===== src/rtl/pipelined_ripple_adder.sv =====
// Pipelined ripple-carry adder/subtractor.
// A WIDTH-bit add (or subtract, via B inversion and carry-in of 1) is split
// into STAGES ripple segments of SEG = WIDTH/STAGES bits. Each segment has one
// register stage. Upper operand bits travel forward in skew registers until
// their segment is reached. Finished low result bits travel forward in
// de-skew registers, so a whole result leaves the last stage together.
//
// Handshake: a beat is accepted when in_valid & in_ready, and delivered when
// out_valid & out_ready. The whole pipe advances as one unit when
// adv = ~out_valid | out_ready. Otherwise every register holds, and bubbles
// are held as well. in_ready equals adv and is combinational.
module pipelined_ripple_adder #(
  parameter int WIDTH  = 16,
  parameter int STAGES = 4
) (
  input  logic             CLK,
  input  logic             RST,
  input  logic             in_valid,
  output logic             in_ready,
  input  logic [WIDTH-1:0] A,
  input  logic [WIDTH-1:0] B,
  input  logic             Cin,
  input  logic             Sub,
  output logic             out_valid,
  input  logic             out_ready,
  output logic [WIDTH-1:0] Sum,
  output logic             Cout,
  output logic             Ovf
);

  localparam int SEG = WIDTH / STAGES;

  // Per-stage registers: operands, partial sum, segment carry-out, valid
  logic [WIDTH-1:0]  a_q [STAGES];
  logic [WIDTH-1:0]  b_q [STAGES];
  logic [WIDTH-1:0]  s_q [STAGES];
  logic [STAGES-1:0] c_q;
  logic [STAGES-1:0] v_q;
  logic              ovf_q;

  logic [WIDTH-1:0]  a_d [STAGES];
  logic [WIDTH-1:0]  b_d [STAGES];
  logic [WIDTH-1:0]  s_d [STAGES];
  logic [STAGES-1:0] c_d;
  logic [STAGES-1:0] v_d;
  logic              ovf_d;

  logic adv;

  assign adv       = ~v_q[STAGES-1] | out_ready;
  assign in_ready  = adv;
  assign out_valid = v_q[STAGES-1];
  assign Sum       = s_q[STAGES-1];
  assign Cout      = c_q[STAGES-1];
  assign Ovf       = ovf_q;

  // Each stage ripples its own segment, using the carry registered by the stage before it
  always_comb begin : stage_logic
    logic [WIDTH-1:0] a_in;
    logic [WIDTH-1:0] b_in;
    logic [WIDTH-1:0] s_in;
    logic             c_run;
    logic             c_msb;
    logic             v_in;
    int               kp;
    a_in  = '0;
    b_in  = '0;
    s_in  = '0;
    c_run = 1'b0;
    c_msb = 1'b0;
    v_in  = 1'b0;
    kp    = 0;
    c_d   = '0;
    v_d   = '0;
    ovf_d = 1'b0;
    for (int k = 0; k < STAGES; k++) begin
      kp = (k == 0) ? 0 : k - 1;
      if (k == 0) begin
        // Entry: B is inverted for subtract. The effective carry-in is forced to 1 for subtract.
        a_in  = A;
        b_in  = Sub ? ~B : B;
        s_in  = '0;
        c_run = Sub | Cin;
        v_in  = in_valid;
      end else begin
        a_in  = a_q[kp];
        b_in  = b_q[kp];
        s_in  = s_q[kp];
        c_run = c_q[kp];
        v_in  = v_q[kp];
      end
      for (int j = 0; j < SEG; j++) begin
        // c_msb ends up holding the carry into the top bit after the final stage
        c_msb = c_run;
        s_in[k*SEG+j] = a_in[k*SEG+j] ^ b_in[k*SEG+j] ^ c_run;
        c_run = (a_in[k*SEG+j] & b_in[k*SEG+j]) |
                (c_run & (a_in[k*SEG+j] ^ b_in[k*SEG+j]));
      end
      a_d[k] = a_in;
      b_d[k] = b_in;
      s_d[k] = s_in;
      c_d[k] = c_run;
      v_d[k] = v_in;
    end
    ovf_d = c_msb ^ c_d[STAGES-1];
  end

  // Pipeline registers: clear on reset, shift together on adv, otherwise hold
  always_ff @(posedge CLK) begin
    if (RST) begin
      for (int k = 0; k < STAGES; k++) begin
        a_q[k] <= '0;
        b_q[k] <= '0;
        s_q[k] <= '0;
      end
      c_q   <= '0;
      v_q   <= '0;
      ovf_q <= 1'b0;
    end else if (adv) begin
      for (int k = 0; k < STAGES; k++) begin
        a_q[k] <= a_d[k];
        b_q[k] <= b_d[k];
        s_q[k] <= s_d[k];
      end
      c_q   <= c_d;
      v_q   <= v_d;
      ovf_q <= ovf_d;
    end
  end

endmodule

===== config.mk =====
export PLATFORM = sky130hd
export DESIGN_NAME = pipelined_ripple_adder
export DESIGN_NICKNAME = d
export VERILOG_FILES = /design/src/rtl/pipelined_ripple_adder.sv
export SDC_FILE = /design/constraint.sdc
export NUM_CORES = 1
export LEC_CHECK = 0
export ABC_CLOCK_PERIOD_IN_PS = 4000
export CAP_MARGIN = 5
export CORE_UTILIZATION = 35
export DETAILED_ROUTE_END_ITERATION = 6
export DONT_BUFFER_PORTS = 1
export PLACE_DENSITY_LB_ADDON = 0.25
export SLEW_MARGIN = 20
export SYNTH_ARGS = -nofsm -noshare
export SYNTH_HDL_FRONTEND = slang
export SYNTH_SLANG_ARGS = --single-unit

===== constraint.sdc =====
create_clock -name CLK -period 4 [get_ports CLK]
set_input_delay 0.6 -clock CLK [delete_from_list [all_inputs] [get_ports CLK]]
set_output_delay 0.6 -clock CLK [all_outputs]
set_load 0.01 [all_outputs]

==> impl_summary.txt, run 1 <==
----------------------------------------------------
[Outcome]
  Outcome ... completed

[Power and ir drop]
  Final total power ... 2.18 mW
  Combinational Power Share ... 5.0%
  Internal power ... 1.75 mW
  P per Cell Area ... 476 mW/mm^2
  Switching Power ... 0.423 mW
  Share of power burned in the clock network ... 39.7%
  Part of the total power dissipated in sequential elements ... 55.3%
  Max VDD drop ... 0.000186 V
  Static Leakage ... 1.81 nW
  Switching part of the total ... 19.4%

[Yosys]
  Gate Count Post-Synth ... 286
  Main area contributors after synthesis ... sky130_fd_sc_hd__edfxtp_1, sky130_fd_sc_hd__and2_1, sky130_fd_sc_hd__fa_1
  Distinct cells, synth ... 19
  Flip-flop and latch count after synthesis ... 97
  Portion of the post-synthesis area used by sequential elements ... 68.2%
  Number of nets produced by synthesis ... 340
  Total standard cell area after synthesis ... 0.00414 sq mm
  Area leader, netlist ... sky130_fd_sc_hd__edfxtp_1
  Post-synthesis average cell area ... 14.5 sq um
  Warnings from Yosys ... 0
  Yosys top cell area share ... 63.9%

[Global routing]
  Maximum number of pins on one net before global-route repair ... 89
  Vias in the first global route ... 1860
  Combined global-route utilization of all metal layers ... 10.4%
  Antenna violations before repair ... 0
  First-pass GRT wire length ... 9500 microns
  Overall overflow remaining after global route ... 0

[Die]
  Core footprint ... 0.0115 sq mm
  Placement row count ... 39
  Chip width ... 111 microns
  Die Area ... 0.0123 sq mm
  Starting utilization of the core area ... 36.1%
  Number of top-level pins ... 58
  Die Y-Extent ... 111 microns

[Detailed routing]
  Antenna Violating Nets Remaining ... 0
  Total via count in the routed design ... 1838
  WL/cell ... 13.4 microns
  Via density per instance ... 4.24
  Aggregate routed wire length ... 5810 microns
  Remaining DRCs ... 0
  Number of optimization iterations in the first detailed-route pass ... 4
  Violation count after the first detailed-route iteration ... 71

[Layout]
  Commonest non-fill, non-tap cell in the layout ... sky130_fd_sc_hd__edfxtp_1
  Layout fillers ... 1054
  Fraction of the core area covered by cells at the end of the flow ... 39.9%
  Nets ... 339
  Register area ... 0.00282 sq mm
  Area growth from synthesis to final layout ... 10.6%
  Total area of multi-input combinational cells ... 0.00112 sq mm
  Ratio of cells with drive above 1 in the final layout ... 6.55%
  Diodes inserted ... 0
  Post-Layout Inst Area ... 0.00458 sq mm
  Top library cells by usage in the layout, fill and taps aside ... sky130_fd_sc_hd__edfxtp_1, sky130_fd_sc_hd__and2_1, sky130_fd_sc_hd__nor2_1

[Placed design]
  Placement Cell Area ... 0.00422 sq mm
  Total of buffers placed on input and output ports ... 0
  GP Congestion ... 0.663
  HPWL after detailed placement ... 3500 microns

[Clock network]
  Clock transition at the register clock pins on the worst setup and hold paths after CTS ... 0.06 ns
  Number of setup buffers added after CTS ... 0
  Num CTS Buffers ... 9
  TritonCTS clock tree ... done
  Root cell of the clock tree ... sky130_fd_sc_hd__clkbuf_16
  Clock sink count ... 97
  Clk_lat worst skew ... 0.34 ns
  Number of cells upsized or downsized after cts ... 0
  CTS H-Tree Depth ... 3
  Maximum clock path buffer count ... 2
  Quantity of hold-fixing buffers added after cts ... 0

[Setup path]
  Worst setup path startpoint ... Sub
  Required time of the critical path ... 4.10 ns
  Top cell by count, worst path ... sky130_fd_sc_hd__fa_1
  Launch instance of the worst register-to-register path ... a_q[0][44]
  Slowest cell delay on critical path ... 0.41 ns
  Cell chain of the critical path ... xnor2_1, fa_1, fa_1, fa_1, inv_1, fa_1, and2_1
  Arrival time worst endpoint ... 2.51 ns
  Critical path's slowest cell ... sky130_fd_sc_hd__fa_1
  Critical path type ... in -> reg
  Startpoint class of the critical path ... primary input
  Maximum fanout count along the critical path ... 17
  Worst reg2reg path depth ... 8
  Worst setup EP type ... flop

[STA]
  Maximum operating frequency ... 415 MHz
  Clock skew after layout ... 0.00628 ns
  Max-slew violation count ... 0
  RSZ-0062 raised after global routing ... false
  Setup Total Neg Slack ... 0 ns
  Pin slew with the least headroom to its limit ... 0.899 ns
  Share of the cycle needed by the critical path after routing ... 60.3%
  Final critical path time including I/O delays and setup ... 2.41 ns
  Headroom to the max-slew limit ... 40.1%
  Setup violations, final ... 0
  Endpoints failing hold ... 0

[Min path]
  Hold wc startpoint ... RST
  Hold path cells ... 1
  Hold/Removal Path Class ... in -> reg

[Run]
  Total of max-cap violations ... 0

----------------------------------------------------
-- state kept, by name, summed over array words and instances, names as in the netlist --
signal,cells
s_q,40
a_q,24
b_q,24
c_q,4
v_q,4
Ovf,1
-- power groups by stage --
stage / Clock [mW] / Sequential (mW) / Combinational (mW)
6_report: 0.864 / 1.20 / 0.109
5_1_grt: 0.923 / 1.21 / 0.129
4_1_cts: 0.887 / 1.20 / 0.110
3_5_place_dp: 0 / 1.23 / 0.109
3_3_place_gp: 0 / 1.22 / 0.106
2_1_floorplan: 0 / 1.22 / 0.0981
-- per-layer routing --
layer	wire length, microns	GRT usage, %
met1	2730	13.0
met2	2630	15.2
met3	276	3.66
met4	171	6.67
met5	0	0
-- cells in the mapped netlist (all sizes together) --
cell type	number
nand2b	2
inv	26
dfxtp	9
buf	10
edfxtp	88
nand2	10
xor2	1
clkbuf	4
nor2	28
a211oi	3
nor2b	1
fa	16
and2	67
a21oi	5
xnor2	16
-- area by class of cell --
class / count / share of cell area [%]
timing repair buffer: 2 / 1.20
multi-input combinational: 149 / 24.5
sequential: 97 / 61.7
clock inverter: 2 / 0.820
tap: 143 / 3.91
clock buffer: 14 / 5.77
inverter: 26 / 2.13
-- worst max-delay path, delay by kind of cell --
| family | cells | cell delay, ns |
|---|---|---|
| buffers and inverters | 1 | 0.08 |
| xor gates and xnor gates | 1 | 0.13 |
| and+or+nand+nor | 1 | 0.14 |
| adders and majority gates | 4 | 1.56 |
-- metrics by stage --
step	cells	setup WS, ns	hold WS [ns]
3_5_place_dp	415	1.22	0.439
3_3_place_gp	415	1.26	0.433
4_1_cts	431	1.59	0.311
6_report	433	1.59	0.320
5_1_grt	433	1.53	0.305
2_1_floorplan	286	0.498	0.432
-- path summary, 6_finish.rpt --
| kind | endpoint | slack [ns] |
|---|---|---|
| min reg2reg | v_q[0] | 0.45 |
| max reg2reg | s_q[0][63] | 1.77 |
| max | s_q[0][3] | 1.59 |
| min | c_q[0] | 0.32 |
-- cell families after synthesis --
group           after synthesis  synth area share, %
buf+inv                      40                 4.90
fa+ha+maj                    16                 7.74
simple gates                108                 14.4
xor+xnor                     17                 3.60
flops                        97                 68.2
compound gates                8                 1.15
(Power assumes the default switching activity.)
==> inputs of run 2 (changes only) <==
--- a/config.mk
+++ b/config.mk
@@ -5,7 +5,7 @@
 export SDC_FILE = /design/constraint.sdc
 export NUM_CORES = 1
 export LEC_CHECK = 0
-export ABC_CLOCK_PERIOD_IN_PS = 4000
+export ABC_CLOCK_PERIOD_IN_PS = 2500
 export CAP_MARGIN = 5
 export CORE_UTILIZATION = 35
 export DETAILED_ROUTE_END_ITERATION = 6
==> constraint.sdc (replaced) <==
create_clock -name CLK -period 2.5 [get_ports CLK]
set_input_delay 0.375 -clock CLK [delete_from_list [all_inputs] [get_ports CLK]]
set_output_delay 0.375 -clock CLK [all_outputs]
set_load 0.01 [all_outputs]
==> run 2 against run 1 <==
  * Sequential share of layout area shrank 0.47 points
  * Final area grew 0.77%
  * Combinational power grew 65%
  * Utilization grew 0.31 points
  * Power grew 61%
  * Critical path depth grew 1
  * Routed wire length grew 2.3%
  * Sequential power grew 61%
  * Largest cell class unchanged
  * Largest power group unchanged
==> impl_summary.txt, run 2 (synthesis gave the netlist of run 1 again) <==
----------------------------------------------------
[Clock network]
  Number of setup buffers added after CTS ... 0 (unchanged)
  CTS H-Tree Depth ... 3 (unchanged)
  Number of cells upsized or downsized after cts ... 0 (unchanged)
  Num CTS Buffers ... 9 (unchanged)
  Root cell of the clock tree ... sky130_fd_sc_hd__clkbuf_16 (unchanged)
  Clock transition at the register clock pins on the worst setup and hold paths after CTS ... 0.06 ns (about the same)
  Clock sink count ... 97 (unchanged)
  Quantity of hold-fixing buffers added after cts ... 0 (unchanged)
  TritonCTS clock tree ... done (unchanged)
  Clk_lat worst skew ... 0.34 ns (about the same)
  Maximum clock path buffer count ... 2 (unchanged)

[Setup path]
  Startpoint class of the critical path ... flop (was primary input)
  End of the worst register-to-register path ... s_q[0][63] (unchanged)
  Worst setup EP type ... flop (unchanged)
  Register-to-register setup slack ... 0.34 ns (was 1.77 ns)
  Arrival time worst endpoint ... 2.36 ns (was 2.51 ns)
  Required time of the critical path ... 2.70 ns (was 4.10 ns)
  Worst reg2reg path depth ... 8 (unchanged)
  Critical path type ... reg -> reg (was in -> reg)
  Maximum fanout count along the critical path ... 2 (was 17)
  Launch instance of the worst register-to-register path ... a_q[0][44] (unchanged)
  Worst setup path startpoint ... a_q[0][44] (was Sub)

[STA]
  Min Hold Slack ... 0.0992 ns (was 0.320 ns)
  Max-slew violation count ... 0 (unchanged)
  Final critical path time including I/O delays and setup ... 2.16 ns
  Endpoints failing hold ... 0 (unchanged)
  Maximum operating frequency ... 462 MHz
  Headroom to the max-slew limit ... 50.5% (was 40.1%)
  Share of the cycle needed by the critical path after routing ... 86.5%
  RSZ-0062 raised after global routing ... false (unchanged)
  Pin slew with the least headroom to its limit ... 0.740 ns (was 0.899 ns)
  Setup violations, final ... 0 (unchanged)
  Least setup slack across all paths after layout ... 0.337 ns (was 1.59 ns)
  Clock skew after layout ... 0.00588 ns (was 0.00628 ns)

[Detailed routing]
  Antenna Violating Nets Remaining ... 0 (unchanged)
  Via density per instance ... 4.31 (was 4.24)
  WL/cell ... 13.6 microns (was 13.4 microns)
  Total via count in the routed design ... 1883 (was 1838)
  Violation count after the first detailed-route iteration ... 55 (was 71)
  Aggregate routed wire length ... 5940 microns (was 5810 microns)
  Number of optimization iterations in the first detailed-route pass ... 4 (unchanged)
  Remaining DRCs ... 0 (unchanged)

[Die]
  Die Area ... 0.0123 sq mm (unchanged)
  Core footprint ... 0.0115 sq mm (unchanged)
  Chip width ... 111 microns (unchanged)
  Die Y-Extent ... 111 microns (unchanged)
  Number of top-level pins ... 58 (unchanged)
  Starting utilization of the core area ... 36.1% (unchanged)
  Placement row count ... 39 (unchanged)

[Layout]
  Largest register by flop count ... s_q (unchanged)
  Max FFs per register ... 40 (unchanged)
  Fraction of the core area covered by cells at the end of the flow ... 40.2% (was 39.9%)
  Post-Layout Inst Area ... 0.00461 sq mm (was 0.00458 sq mm)
  Layout fillers ... 1043 (was 1054)
  Area growth from synthesis to final layout ... 11.4% (was 10.6%)
  Commonest non-fill, non-tap cell in the layout ... sky130_fd_sc_hd__edfxtp_1 (unchanged)
  Diodes inserted ... 0 (unchanged)
  Nets ... 343 (was 339)
  Largest registers ranked by flip-flop count ... s_q x40, a_q x24, b_q x24 (unchanged)
  Top library cells by usage in the layout, fill and taps aside ... sky130_fd_sc_hd__edfxtp_1, sky130_fd_sc_hd__and2_1, sky130_fd_sc_hd__nor2_1 (unchanged)
  Ratio of cells with drive above 1 in the final layout ... 8.84% (was 6.55%)

[Placed design]
  GP Congestion ... 0.691 (was 0.663)
  HPWL after detailed placement ... 3820 microns (was 3500 microns)
  Worst slack at placement ... 0.00864 ns (was 1.22 ns)
  Total of buffers placed on input and output ports ... 0 (unchanged)
  Placement Cell Area ... 0.00427 sq mm (was 0.00422 sq mm)

[Power and ir drop]
  Share of power burned in the clock network ... 40.0% (was 39.7%)
  Switching Power ... 0.673 mW (was 0.423 mW)
  Switching part of the total ... 19.2% (was 19.4%)
  Combinational Power Share ... 5.1% (was 5.0%)
  Final total power ... 3.51 mW (was 2.18 mW)
  Part of the total power dissipated in sequential elements ... 54.9% (was 55.3%)
  Max VDD drop ... 0.000306 V (was 0.000186 V)
  Static Leakage ... 1.83 nW (was 1.81 nW)
  Internal power ... 2.83 mW (was 1.75 mW)
  P per Cell Area ... 760 mW/mm^2 (was 476 mW/mm^2)

[Min path]
  Hold/Removal Path Class ... in -> reg (unchanged)
  Worst Hold Path EP ... v_q[1] (was c_q[0])
  Hold path cells ... 1 (unchanged)
  Hold wc startpoint ... RST (unchanged)

[Global routing]
  Antenna violations before repair ... 0 (unchanged)
  First-pass GRT wire length ... 9960 microns (was 9500 microns)
  Vias in the first global route ... 1924 (was 1860)
  Maximum number of pins on one net before global-route repair ... 68 (was 89)
  Overall overflow remaining after global route ... 0 (unchanged)
  Combined global-route utilization of all metal layers ... 10.7% (was 10.4%)

[Outcome]
  Outcome ... completed (unchanged)

[Run]
  Total of max-cap violations ... 0 (unchanged)

----------------------------------------------------
-- run 2: changes by cell type in the layout (fill, tap and decap cells not counted) --
| cell | before | now |
|---|---|---|
| sky130_fd_sc_hd__buf_4 | 0 | 4 |
| sky130_fd_sc_hd__clkinvlp_4 | 1 | 0 |
| sky130_fd_sc_hd__clkbuf_1 | 3 | 2 |
| sky130_fd_sc_hd__buf_16 | 2 | 1 |
| sky130_fd_sc_hd__buf_12 | 0 | 1 |
| sky130_fd_sc_hd__fa_1 | 16 | 14 |
| sky130_fd_sc_hd__fa_2 | 0 | 2 |
| sky130_fd_sc_hd__clkbuf_8 | 2 | 3 |
| sky130_fd_sc_hd__clkinv_2 | 0 | 1 |
-- run 2: worst max-delay path, stage by stage, from the launching register on --
cell                       delay, ns
sky130_fd_sc_hd__edfxtp_1       0.36
sky130_fd_sc_hd__inv_1          0.08
sky130_fd_sc_hd__fa_1           0.17
sky130_fd_sc_hd__inv_1          0.05
sky130_fd_sc_hd__fa_1           0.38
sky130_fd_sc_hd__fa_1           0.41
sky130_fd_sc_hd__inv_1          0.08
sky130_fd_sc_hd__fa_1           0.40
sky130_fd_sc_hd__nor2_1         0.10
-- run 2: through the flow --
stage               std cells  setup TNS [ns]
floorplan                 286          -0.210
global placement          420               0
detailed placement        420               0
CTS                       436               0
global route              437               0
finish                    437               0
-- run 2: power groups by stage --
stage | Clock [mW] | Combinational, mW | Sequential [mW]
5_1_grt | 1.49 | 0.213 | 1.94
4_1_cts | 1.43 | 0.180 | 1.93
6_report | 1.40 | 0.180 | 1.93
3_3_place_gp | 0 | 0.175 | 1.96
3_5_place_dp | 0 | 0.179 | 1.96
2_1_floorplan | 0 | 0.160 | 1.95
-- run 2: layer usage --
metal | part of all wire [%] | GRT usage (%) | vias up | routed length, microns
met4 | 2.6 | 6.93 | 0 | 157
met1 | 47 | 13.2 | 888 | 2770
met2 | 46 | 16.1 | 48 | 2730
li1 | - | - | 934 | -
met5 | 0 | 0 | - | 0
met3 | 4.8 | 3.34 | 13 | 285
-- run 2: how the worst max path moves through the flow --
stage | end | slack [ns] | cells after the start
after floorplan | s_q[0][3] | -0.21 | 9
after global placement | s_q[0][3] | 0.08 | 7
after detailed placement | s_q[0][3] | 0.009 | 7
after CTS | s_q[0][63] | 0.30 | 8
after global routing | s_q[0][63] | 0.19 | 8
final | s_q[0][63] | 0.34 | 8
-- run 2: area by class of cell --
class | instances | area, sq um | area share (%)
sequential | 97 | 2820 | 61.2
multi-input combinational | 149 | 1120 | 24.4
clock buffer | 14 | 274 | 5.94
tap | 143 | 179 | 3.88
inverter | 26 | 97.6 | 2.12
timing repair buffer | 6 | 77.6 | 1.68
clock inverter | 2 | 35.0 | 0.760
==> inputs of run 3 (changes only) <==
--- a/config.mk
+++ b/config.mk
@@ -8,9 +8,9 @@
 export ABC_CLOCK_PERIOD_IN_PS = 2500
 export CAP_MARGIN = 5
 export CORE_UTILIZATION = 35
+export CTS_CLUSTER_SIZE = 24
 export DETAILED_ROUTE_END_ITERATION = 6
 export DONT_BUFFER_PORTS = 1
-export PLACE_DENSITY_LB_ADDON = 0.25
 export SLEW_MARGIN = 20
 export SYNTH_ARGS = -nofsm -noshare
 export SYNTH_HDL_FRONTEND = slang
==> run 3 against run 2 <==
  * Register-to-register slack got worse by 0.09 ns
  * Die area unchanged
  * Routed wire length decreased by 1.6%
  * Final area shrank 1.1%
  * Sequential power about the same
  * Via count shrank 1.4%
  * Utilization fell by 0.46 points
  * Maximum frequency down 3.8%
  * Non-clock buffer count unchanged
  * Worst hold slack lost 0.0017 ns
  * Sequential share of layout area increased by 0.71 points
  * Sequential cell count unchanged
  * Critical path type unchanged
  * Largest power group unchanged
==> impl_summary.txt, run 3 (synthesis gave the netlist of run 1 again) <==
----------------------------------------------------
[Power and ir drop]
  Part of the total power dissipated in sequential elements ... 57.1% (was 54.9%)
  Share of power burned in the clock network ... 37.7% (was 40.0%)
  Max VDD drop ... 0.000348 V (was 0.000306 V)
  Internal power ... 2.70 mW (was 2.83 mW)
  Static Leakage ... 1.80 nW (was 1.83 nW)
  Switching Power ... 0.669 mW (was 0.673 mW)
  Combinational Power Share ... 5.3% (was 5.1%)
  Switching part of the total ... 19.8% (was 19.2%)
  Final total power ... 3.37 mW (was 3.51 mW)
  P per Cell Area ... 740 mW/mm^2 (was 760 mW/mm^2)

[Min path]
  Hold wc startpoint ... RST (unchanged)
  Hold/Removal Path Class ... in -> reg (unchanged)
  Hold path cells ... 1 (unchanged)
  Worst Hold Path EP ... v_q[0] (was v_q[1])

[STA]
  Max-slew violation count ... 0 (unchanged)
  Endpoints failing hold ... 0 (unchanged)
  Headroom to the max-slew limit ... 70.8% (was 50.5%)
  Setup violations, final ... 0 (unchanged)
  Maximum operating frequency ... 445 MHz (was 462 MHz)
  Clock skew after layout ... 0.00881 ns (was 0.00588 ns)
  Share of the cycle needed by the critical path after routing ... 89.9% (was 86.5%)
  RSZ-0062 raised after global routing ... false (unchanged)
  Pin slew with the least headroom to its limit ... 0.438 ns (was 0.740 ns)
  Setup Total Neg Slack ... 0 ns (unchanged)
  Final critical path time including I/O delays and setup ... 2.25 ns (was 2.16 ns)

[Placed design]
  HPWL after detailed placement ... 3940 microns (was 3820 microns)
  Total of buffers placed on input and output ports ... 0 (unchanged)
  Placement Cell Area ... 0.00428 sq mm (was 0.00427 sq mm)
  GP Congestion ... 0.667 (was 0.691)

[Die]
  Placement row count ... 39 (unchanged)
  Core footprint ... 0.0115 sq mm (unchanged)
  Die Y-Extent ... 111 microns (unchanged)
  Chip width ... 111 microns (unchanged)
  Number of top-level pins ... 58 (unchanged)
  Starting utilization of the core area ... 36.1% (unchanged)
  Die Area ... 0.0123 sq mm (unchanged)

[Setup path]
  End of the worst register-to-register path ... s_q[0][63] (unchanged)
  Startpoint class of the critical path ... flop (unchanged)
  Worst reg2reg path depth ... 8 (unchanged)
  Register-to-register setup slack ... 0.25 ns (was 0.34 ns)
  Launch instance of the worst register-to-register path ... a_q[0][44] (unchanged)
  Worst setup EP type ... flop (unchanged)
  Arrival time worst endpoint ... 2.43 ns (was 2.36 ns)
  Maximum fanout count along the critical path ... 2 (unchanged)
  Required time of the critical path ... 2.68 ns (was 2.70 ns)
  Critical path type ... reg -> reg (unchanged)

[Clock network]
  CTS H-Tree Depth ... 3 (unchanged)
  Number of setup buffers added after CTS ... 0 (unchanged)
  Clock sink count ... 97 (unchanged)
  Quantity of hold-fixing buffers added after cts ... 0 (unchanged)
  Num CTS Buffers ... 9 (unchanged)
  TritonCTS clock tree ... done (unchanged)
  Number of cells upsized or downsized after cts ... 0 (unchanged)
  Clock transition at the register clock pins on the worst setup and hold paths after CTS ... 0.06 ns (about the same)
  Root cell of the clock tree ... sky130_fd_sc_hd__clkbuf_16 (unchanged)
  Maximum clock path buffer count ... 2 (unchanged)
  Clk_lat worst skew ... 0.34 ns (about the same)

[Layout]
  Layout fillers ... 1059 (was 1043)
  Largest registers ranked by flip-flop count ... s_q x40, a_q x24, b_q x24 (unchanged)
  Register area ... 0.00282 sq mm (unchanged)
  Fraction of the core area covered by cells at the end of the flow ... 39.7% (was 40.2%)
  Total area of multi-input combinational cells ... 0.00112 sq mm (unchanged)
  Max FFs per register ... 40 (unchanged)
  Nets ... 343 (unchanged)
  Largest register by flop count ... s_q (unchanged)
  Diodes inserted ... 0 (unchanged)
  Commonest non-fill, non-tap cell in the layout ... sky130_fd_sc_hd__edfxtp_1 (unchanged)
  Ratio of cells with drive above 1 in the final layout ... 8.50% (was 8.84%)
  Top library cells by usage in the layout, fill and taps aside ... sky130_fd_sc_hd__edfxtp_1, sky130_fd_sc_hd__and2_1, sky130_fd_sc_hd__nor2_1 (unchanged)
  Area growth from synthesis to final layout ... 10.2% (was 11.4%)
  Post-Layout Inst Area ... 0.00456 sq mm (was 0.00461 sq mm)

[Outcome]
  Outcome ... completed (unchanged)

[Global routing]
  Vias in the first global route ... 1996 (was 1924)
  Overall overflow remaining after global route ... 0 (unchanged)
  Combined global-route utilization of all metal layers ... 10.5% (was 10.7%)
  First-pass GRT wire length ... 9790 microns (was 9960 microns)
  Antenna violations before repair ... 0 (unchanged)
  Maximum number of pins on one net before global-route repair ... 38 (was 68)

[Run]
  Total of max-cap violations ... 0 (unchanged)

[Detailed routing]
  Violation count after the first detailed-route iteration ... 73 (was 55)
  Total via count in the routed design ... 1857 (was 1883)
  WL/cell ... 13.4 microns (was 13.6 microns)
  Antenna Violating Nets Remaining ... 0 (unchanged)
  Via density per instance ... 4.25 (was 4.31)
  Number of optimization iterations in the first detailed-route pass ... 4 (unchanged)
  Remaining DRCs ... 0 (unchanged)
  Aggregate routed wire length ... 5850 microns (was 5940 microns)

----------------------------------------------------
-- run 3: changes by cell type in the layout (fill, tap and decap cells not counted), sizes merged --
| cell | delta |
|---|---|
| clkinvlp | +1 |
| bufinv | -1 |
-- run 3: final cells by class --
cell class	instances	area share (%)
flip-flops and latches	97	61.9
well taps	143	3.93
clock inverters	2	0.274
clock buffers	14	5.79
multi-input cells	149	24.7
repair buffers	6	1.26
inverters	26	2.14
-- run 3: per-stage QoR --
step	cells	hold WS (ns)	setup slack (ns)
2_1_floorplan	286	0.432	-0.210
3_3_place_gp	421	0.433	0.0703
3_5_place_dp	421	0.445	-0.00226
4_1_cts	437	0.0851	0.216
5_1_grt	437	0.0816	0.167
6_report	437	0.0975	0.252
-- run 3: power by group through the flow --
| stage | combinational (mW) | clock, mW | sequential [mW] |
|---|---|---|---|
| final | 0.178 | 1.27 | 1.92 |
| after floorplan | 0.160 | 0 | 1.95 |
| after detailed placement | 0.185 | 0 | 1.96 |
| after global routing | 0.213 | 1.36 | 1.94 |
| after global placement | 0.176 | 0 | 1.96 |
| after CTS | 0.186 | 1.30 | 1.93 |
-- run 3: how the worst max path moves through the flow --
stage / start / endpoint / slack [ns] / depth (start not counted)
after detailed placement: Sub / s_q[0][3] / -0.002 / 7
after global placement: Sub / s_q[0][3] / 0.07 / 7
after global routing: c_q[2] / Ovf / 0.17 / 10
after floorplan: Sub / s_q[0][3] / -0.21 / 9
final: a_q[0][44] / s_q[0][63] / 0.25 / 8
after CTS: a_q[0][44] / s_q[0][63] / 0.22 / 8
-- run 3: routing by layer --
metal	vias to the layer above	part of all wire, %	global-route usage (%)
li1	932	-	-
met1	875	46	12.8
met2	42	47	16.5
met3	8	4.9	3.94
met4	0	2.0	5.07
met5	-	0	0
-- run 3: critical path, cell delays in order (launching register included) --
cell	delay (ns)
sky130_fd_sc_hd__edfxtp_1	0.37
sky130_fd_sc_hd__inv_1	0.09
sky130_fd_sc_hd__fa_1	0.18
sky130_fd_sc_hd__inv_1	0.05
sky130_fd_sc_hd__fa_1	0.37
sky130_fd_sc_hd__fa_1	0.42
sky130_fd_sc_hd__inv_1	0.09
sky130_fd_sc_hd__fa_1	0.41
sky130_fd_sc_hd__nor2_1	0.13
